`src/rtl/pipeline_pkg.sv`:
```
// Shared pipeline definitions: LM/SM sequencer states, opcodes and default widths.
package pipeline_pkg;

    localparam int unsigned AW_DEF   = 16;
    localparam int unsigned DW_DEF   = 16;
    localparam int unsigned NREG_DEF = 8;

    localparam logic [3:0] OP_LM = 4'b0110;
    localparam logic [3:0] OP_SM = 4'b0111;

    typedef enum logic [1:0] {
        ST_IDLE = 2'b00,
        ST_XFER = 2'b01,
        ST_DONE = 2'b10
    } lmsm_state_t;

endpackage

```
`src/rtl/lowest_set_enc.sv`:
```
// Priority encoder: index of the lowest set bit of vec, with a valid flag.
module lowest_set_enc #(
    parameter  int unsigned N  = 8,
    localparam int unsigned IW = (N > 1) ? $clog2(N) : 1
) (
    input  logic [N-1:0]  vec,
    output logic [IW-1:0] idx,
    output logic          valid
);

    // Scan from the top down so the lowest set bit is the last one written.
    always_comb begin
        idx   = '0;
        valid = 1'b0;
        for (int i = int'(N) - 1; i >= 0; i--) begin
            if (vec[i]) begin
                idx   = IW'(i);
                valid = 1'b1;
            end
        end
    end

endmodule

```
`src/rtl/lmsm_seq.sv`:
```
// Load-Multiple / Store-Multiple sequencer: one data-memory access per mask bit,
// ascending register index and address, pipeline stalled until done.
module lmsm_seq
    import pipeline_pkg::*;
#(
    parameter  int unsigned AW   = AW_DEF,
    parameter  int unsigned DW   = DW_DEF,
    parameter  int unsigned NREG = NREG_DEF,
    localparam int unsigned RW   = $clog2(NREG)
) (
    input  logic            clk,
    input  logic            rst,
    input  logic            start,
    input  logic            is_sm,
    input  logic [AW-1:0]   base_addr,
    input  logic [NREG-1:0] reg_mask,
    input  logic            flush,
    output logic [AW-1:0]   mem_addr,
    output logic            mem_read,
    output logic            mem_write,
    output logic [DW-1:0]   mem_din,
    input  logic [DW-1:0]   mem_dout,
    output logic [RW-1:0]   rf_rd_addr,
    input  logic [DW-1:0]   rf_rd_data,
    output logic            rf_wr_en,
    output logic [RW-1:0]   rf_wr_addr,
    output logic [DW-1:0]   rf_wr_data,
    output logic            stall,
    output logic            done
);

    lmsm_state_t     state_q, state_d;
    logic [AW-1:0]   addr_q;
    logic [NREG-1:0] mask_q;
    logic [NREG-1:0] mask_clr;
    logic            op_q;
    logic [RW-1:0]   idx;
    logic            idx_vld;
    logic            accept;
    logic            xfer_go;

    lowest_set_enc #(.N(NREG)) u_enc (
        .vec   (mask_q),
        .idx   (idx),
        .valid (idx_vld)
    );

    assign mask_clr = mask_q & ~(NREG'(1) << idx);
    assign accept   = (state_q == ST_IDLE) && start && (reg_mask != '0);
    assign xfer_go  = (state_q == ST_XFER) && idx_vld;

    // State register.
    always_ff @(posedge clk or posedge rst) begin
        if (rst) begin
            state_q <= ST_IDLE;
        end else begin
            state_q <= state_d;
        end
    end

    // Next-state logic; flush overrides every transition.
    always_comb begin
        state_d = state_q;
        case (state_q)
            ST_IDLE: begin
                if (start) begin
                    state_d = (reg_mask != '0) ? ST_XFER : ST_DONE;
                end
            end
            ST_XFER: begin
                if (!idx_vld || (mask_clr == '0)) begin
                    state_d = ST_DONE;
                end
            end
            ST_DONE: state_d = ST_IDLE;
            default: state_d = ST_IDLE;
        endcase
        if (flush) begin
            state_d = ST_IDLE;
        end
    end

    // Sequence context: address pointer, remaining mask and operation.
    always_ff @(posedge clk or posedge rst) begin
        if (rst) begin
            addr_q <= '0;
            mask_q <= '0;
            op_q   <= 1'b0;
        end else if (flush) begin
            mask_q <= '0;
        end else if (accept) begin
            addr_q <= base_addr;
            mask_q <= reg_mask;
            op_q   <= is_sm;
        end else if (xfer_go) begin
            addr_q <= addr_q + AW'(1);
            mask_q <= mask_clr;
        end
    end

    // Output decode: memory and register-file strobes only while transferring.
    always_comb begin
        mem_addr   = '0;
        mem_read   = 1'b0;
        mem_write  = 1'b0;
        mem_din    = '0;
        rf_rd_addr = '0;
        rf_wr_en   = 1'b0;
        rf_wr_addr = '0;
        rf_wr_data = '0;
        stall      = 1'b0;
        done       = 1'b0;
        case (state_q)
            ST_IDLE: stall = start;
            ST_XFER: begin
                stall = 1'b1;
                if (xfer_go) begin
                    mem_addr = addr_q;
                    if (op_q) begin
                        mem_write  = 1'b1;
                        rf_rd_addr = idx;
                        mem_din    = rf_rd_data;
                    end else begin
                        mem_read   = 1'b1;
                        rf_wr_en   = 1'b1;
                        rf_wr_addr = idx;
                        rf_wr_data = mem_dout;
                    end
                end
            end
            ST_DONE: done = 1'b1;
            default: ;
        endcase
    end

endmodule

```
`config.mk`:
```
export PLATFORM = sky130hd
export DESIGN_NAME = lmsm_seq
export DESIGN_NICKNAME = d
export VERILOG_FILES = /design/src/rtl/pipeline_pkg.sv /design/src/rtl/lowest_set_enc.sv /design/src/rtl/lmsm_seq.sv
export SDC_FILE = /design/constraint.sdc
export NUM_CORES = 1
export LEC_CHECK = 0
export ABC_AREA = 1
export BUFFER_PORTS_ARGS = -buffer_cell sky130_fd_sc_hd__buf_4
export CAP_MARGIN = 10
export CORE_ASPECT_RATIO = 1.2
export CORE_UTILIZATION = 49
export DETAILED_ROUTE_END_ITERATION = 12
export MAX_ROUTING_LAYER = met4
export PLACE_DENSITY = 0.87
export REMOVE_ABC_BUFFERS = 1
export SYNTH_ARGS = -nofsm -noshare
export SYNTH_HDL_FRONTEND = slang
export SYNTH_SLANG_ARGS = --single-unit
```
`constraint.sdc`:
```
create_clock -name clk -period 4.2 [get_ports clk]
set_clock_uncertainty 0.15 [all_clocks]
set_input_delay 1.05 -clock clk [delete_from_list [all_inputs] [get_ports clk]]
set_output_delay 1.05 -clock clk [all_outputs]
set_load 0.05 [all_outputs]
```
# Word level (Yosys, flattened, before mapping)
# Cells that the tools add are included.
# W data, S select, Z words.
dict set report op_classes {
  add_sub_neg 1
  n_eq_ne 4
  shifts 1
  mux 48
  bitwise_logic 3
  n_reduce_logical 13
}
# operator n
set ops {}
lappend ops {{$mux W16} 10}
lappend ops {{$mux W3} 14}
lappend ops {{$mux W8} 3}
lappend ops {{$add A16 B1 Y16 const B} 1}
lappend ops {{$mux W1} 15}
lappend ops {{$and A8 B8 Y8} 1}
lappend ops {{$logic_not A8 Y1} 1}
lappend ops {{$mux W2} 4}
lappend ops {{$not A8 Y8} 1}
lappend ops {{$reduce_bool A8 Y1} 1}
lappend ops {{$shl A1 B3 Y8 const A} 1}
lappend ops {{$reduce_and A2 Y1} 3}
lappend ops {{$pmux W2 S2} 1}
lappend ops {{$logic_and A1 B1 Y1} 3}
lappend ops {{$ne A3 B2 Y1 const B} 1}
lappend ops {{$ne A3 B3 Y1 const B} 1}
lappend ops {{$reduce_bool A3 Y1} 1}
lappend ops {{$eq A2 B1 Y1 const B} 1}
lappend ops {{$eq A2 B2 Y1 const B} 1}
lappend ops {{$logic_not A2 Y1} 1}
lappend ops {{$pmux W1 S2} 1}
lappend ops {{$reduce_bool A2 Y1} 1}
lappend ops {{$logic_not A1 Y1} 1}
lappend ops {{$logic_or A1 B1 Y1} 1}
lappend ops {{$not A1 Y1} 1}
dict set report totals {
  reg_bits 27
  inputBits 61
  output_inout_bits 59
  word_cells 74
}

# Depth between registers and ports, before layout
dict set report depth {
  ltp_word 16
  depth_mapped 14
}

# Hierarchy
# Synthesis repeated with hierarchy kept, for this count alone.
dict set report unflattened {
  cells_unflattened 415
  area_unflattened_um2 2428.6
}
# module instances cells_per_inst area_each_um2
set modules_own_cells {}
lappend modules_own_cells {lmsm_seq 1 393 2329.7}
lappend modules_own_cells {lowest_set_enc 1 22 98.8}

# Least setup slack after synthesis
# OpenSTA, ideal clock, no wires.
dict set report synth_timing {
  path_kind {register to output}
  from {register state_q[1]}
  to {output rf_wr_addr[0]}
  arrival_ns 2.287
  required_ns 3.000
  setup_slack_ns 0.713
  path_stages_with_launch 7
  path_buffers 0
  path_cell_list {dfrtp_1 > inv_1 > nand2_1 > o21bai_4 > nor2_1 > inv_1 > nor2_1}
}
dict set report synth_via {
  elab_chain_cells 4
}
# element line
set synth_rtl {}
lappend synth_rtl {{start: declaration} lmsm_seq.sv:32} ;# lmsm_state_t state_q, state_d;
lappend synth_rtl {{start signal: assignment} lmsm_seq.sv:57} ;# state_q <= state_d;
lappend synth_rtl {{$eq A2 B1 Y1 *} {lmsm_seq.sv:50, lmsm_seq.sv:113}}
lappend synth_rtl {{$logic_and A1 B1 Y1} lmsm_seq.sv:50} ;# assign xfer_go = (state_q == ST_XFER) && idx_vld;
lappend synth_rtl {{$mux W3} lmsm_seq.sv:117} ;# if (xfer_go) begin
lappend synth_rtl {{$mux W3 *} lmsm_seq.sv:113} ;# case (state_q)
lappend synth_rtl {{end: declaration} lmsm_seq.sv:26} ;# output logic [RW-1:0] rf_wr_addr,
# Every way passes the cells marked *; elsewhere a longest branch is shown, timed or not.

# Worst setup path after layout
dict set report layout_timing {
  from {register op_q}
  to {output rf_rd_addr[0]}
}
dict set report layout_via {
  elab_chain_cells 3
}
# element line
set layout_rtl {}
lappend layout_rtl {{start: declaration} lmsm_seq.sv:36} ;# logic op_q;
lappend layout_rtl {{start signal: assignment} lmsm_seq.sv:94} ;# op_q <= is_sm;
lappend layout_rtl {{$mux W3} lmsm_seq.sv:119} ;# if (op_q) begin
lappend layout_rtl {{$mux W3} lmsm_seq.sv:117}
lappend layout_rtl {{$mux W3} lmsm_seq.sv:113}
lappend layout_rtl {{end: declaration} lmsm_seq.sv:23} ;# output logic [RW-1:0] rf_rd_addr,
# Every way passes these cells.

==> flow_summary.ini <==
[run_status]
status = finished, final reports clean

[cts]
cts_tree = done
cts_buffers = 3
cts.clk_slew.worst_paths_ps = 90
worstSkewPairLatency_ps = 270
root_buffer = clkbuf_8
htree_levels = 1
post-cts-setup-buffer-count = 0
cts_hold_buf = 0
cts.path.max_buffers = 2
cts_sinks = 27
cts_resized = 0

[setup_path]
r2r_cells = 8
cp-start-kind = flop
cpPeakStageDelay_ps = 670
critPathCaptureType = output port
critPathMostFrequentCell = nor2_1
critPathKind = flop to output port
critPathRequiredTime_ps = 3000
cp_max_fo = 18
path_cells = clkinv_1 > nor2_1 > inv_1 > nor2_1 > buf_4
slowest_stage = dfrtp_1
arrival_ps = 2290

[layout]
drive_gt1_frac = 0.302
layout_common_cells = 123 x buf_4, 98 x nand2_1, 77 x nor2_1
layout.cells.non_filler = 526
area_delta_synth_final_pct = 43.4
fin_area_um2 = 3170
antenna_cells = 0
layout_commonest_cell = buf_4
layout.nets = 533

[power_and_ir_drop]
p_clk_frac = 0.109
switching_share = 0.514
switchingPower_w = 0.000703
p_int_w = 0.000665
p_comb_frac = 0.572
vdd_drop_max_v = 0.000295
power_w = 0.00137
p_seq_frac = 0.319
power.density_nw_per_um2 = 432
p_leak_nw = 1.70

[sta]
tightest_slew_ps = 1040
fmax_mhz = 287
grt_setup_unrepaired = no
fin_setup_tns_ps = 0
fin_crit_ps = 3490
fin_ws_ps = 711
slew_violations = 0
hold_viol_final = 0
maxSlewHeadroom = 0.303
period_share = 0.831
finalSetupViolCount = 0

[global_route]
grt_remaining_overflow = 0
antenna_found_initial = 0
grt_pass1_wl_um = 10700
grtUsageTotal = 0.289
grt_pass1_vias = 2416
grt_max_degree = 28

[floorplanning]
dieArea_um2 = 4780
die_w_um = 63.3
fp-row-count = 26
design.core.area_um2 = 4290
die_h_um = 75.5
ios = 120
start_util = 0.514

[drt]
dr.first_iter.drc_count = 118
wl_per_cell_um = 12.5
dr.pass1.iters = 5
drc = 0
vias = 2732
wirelength_um = 6600
avgViaCountPerCell = 5.19
ant_nets = 0

[placement]
place.gp.congestion = 0.939
placed_cells = 522
placed_cell_area_um2 = 3120
dp_hpwl_um = 5070
portBuffers = 119
dp_worst_setup_slack_ps = 1070

[synth]
postSynthAreaPerCell_um2 = 6.15
yosysWarnings = 0
syn_inst = 359
synth_cell_types = 29
netlist_area_um2 = 2210
synth_seq_area_share = 0.306
yosys_register_bits = 27

[worst_hold_path]
min_path_cells = 3
hold_class = flop to flop

[flow_run]
drv_cap = 0
-- layer usage --
metal	routed length (µm)	global-route usage
met1	2550	0.313
met2	3380	0.539
met3	567	0.0479
met4	103	0.106
met5	0	-
-- worst max-delay path, delay by kind of cell (launching register included) --
kind | cells | cell delay (ps)
buf+inv | 3 | 850
flops | 1 | 670
simple gates | 2 | 500
-- power by group through the flow --
stage	clock (W)	combinational (W)	sequential, W
2_1_floorplan	0	0.000568	0.000417
3_3_place_gp	0	0.000760	0.000433
3_5_place_dp	0	0.000778	0.000440
4_1_cts	0.000152	0.000781	0.000435
5_1_grt	0.000163	0.000871	0.000452
6_report	0.000149	0.000783	0.000437
-- logic make-up (layout without fill, tap and decap cells) --
group	Yosys count	in the layout	synth area share
xor+xnor	5	5	0.0198
compound gates	53	53	0.148
simple gates	215	215	0.412
fa+ha+maj	1	1	0.00566
flops	27	27	0.306
buf+inv	58	169	0.108
-- flip-flops by register name, indices dropped and copies added, names as in the netlist --
signal / cells
state_q: 2
mask_q: 8
addr_q: 16
op_q: 1
-- stage by stage --
step | hold slack, ps | util
4_1_cts | 425 | 0.737
6_report | 425 | 0.737
2_1_floorplan | 374 | -
3_5_place_dp | 404 | 0.727
3_3_place_gp | 387 | 0.727
5_1_grt | 469 | 0.737
-- synthesized netlist by cell type, drive strengths merged --
| cell type | number | share of area |
|---|---|---|
| a21oi | 6 | 0.015 |
| a31oi | 5 | 0.014 |
| a32oi | 3 | 0.012 |
| buf | 10 | 0.027 |
| clkbuf | 6 | 0.010 |
| clkinv | 1 | 0.0017 |
| dfrtp | 27 | 0.31 |
| ha | 1 | 0.0057 |
| inv | 41 | 0.070 |
| nand2 | 99 | 0.17 |
| nand3 | 22 | 0.057 |
| nand4 | 7 | 0.020 |
| nor2 | 83 | 0.16 |
| nor3 | 4 | 0.0091 |
| o211ai | 7 | 0.024 |
| o21ai | 26 | 0.061 |
| o21bai | 1 | 0.0085 |
| o22ai | 5 | 0.014 |
| xor2 | 5 | 0.020 |
-- path summary, 6_finish.rpt --
check,startpoint,endpoint,slack (ps)
max,op_q,rf_rd_addr[0],710
min in group asynchronous,rst,mask_q[6],880
max in group asynchronous,rst,state_q[1],2390
min,state_q[1],state_q[1],430
min reg2reg,state_q[1],state_q[1],430
max reg2reg,state_q[1],addr_q[7],1860
-- cell type report --
type / instances / area (µm²)
clock buffers: 3 / 41.3
well taps: 56 / 70.1
flip-flops and latches: 27 / 676
multi-input cells: 274 / 1290
clock inverters: 1 / 5.00
inverters: 42 / 158
fillers: 396 / 1130
repair buffers: 123 / 923
Power figures use the tool's default switching activity.
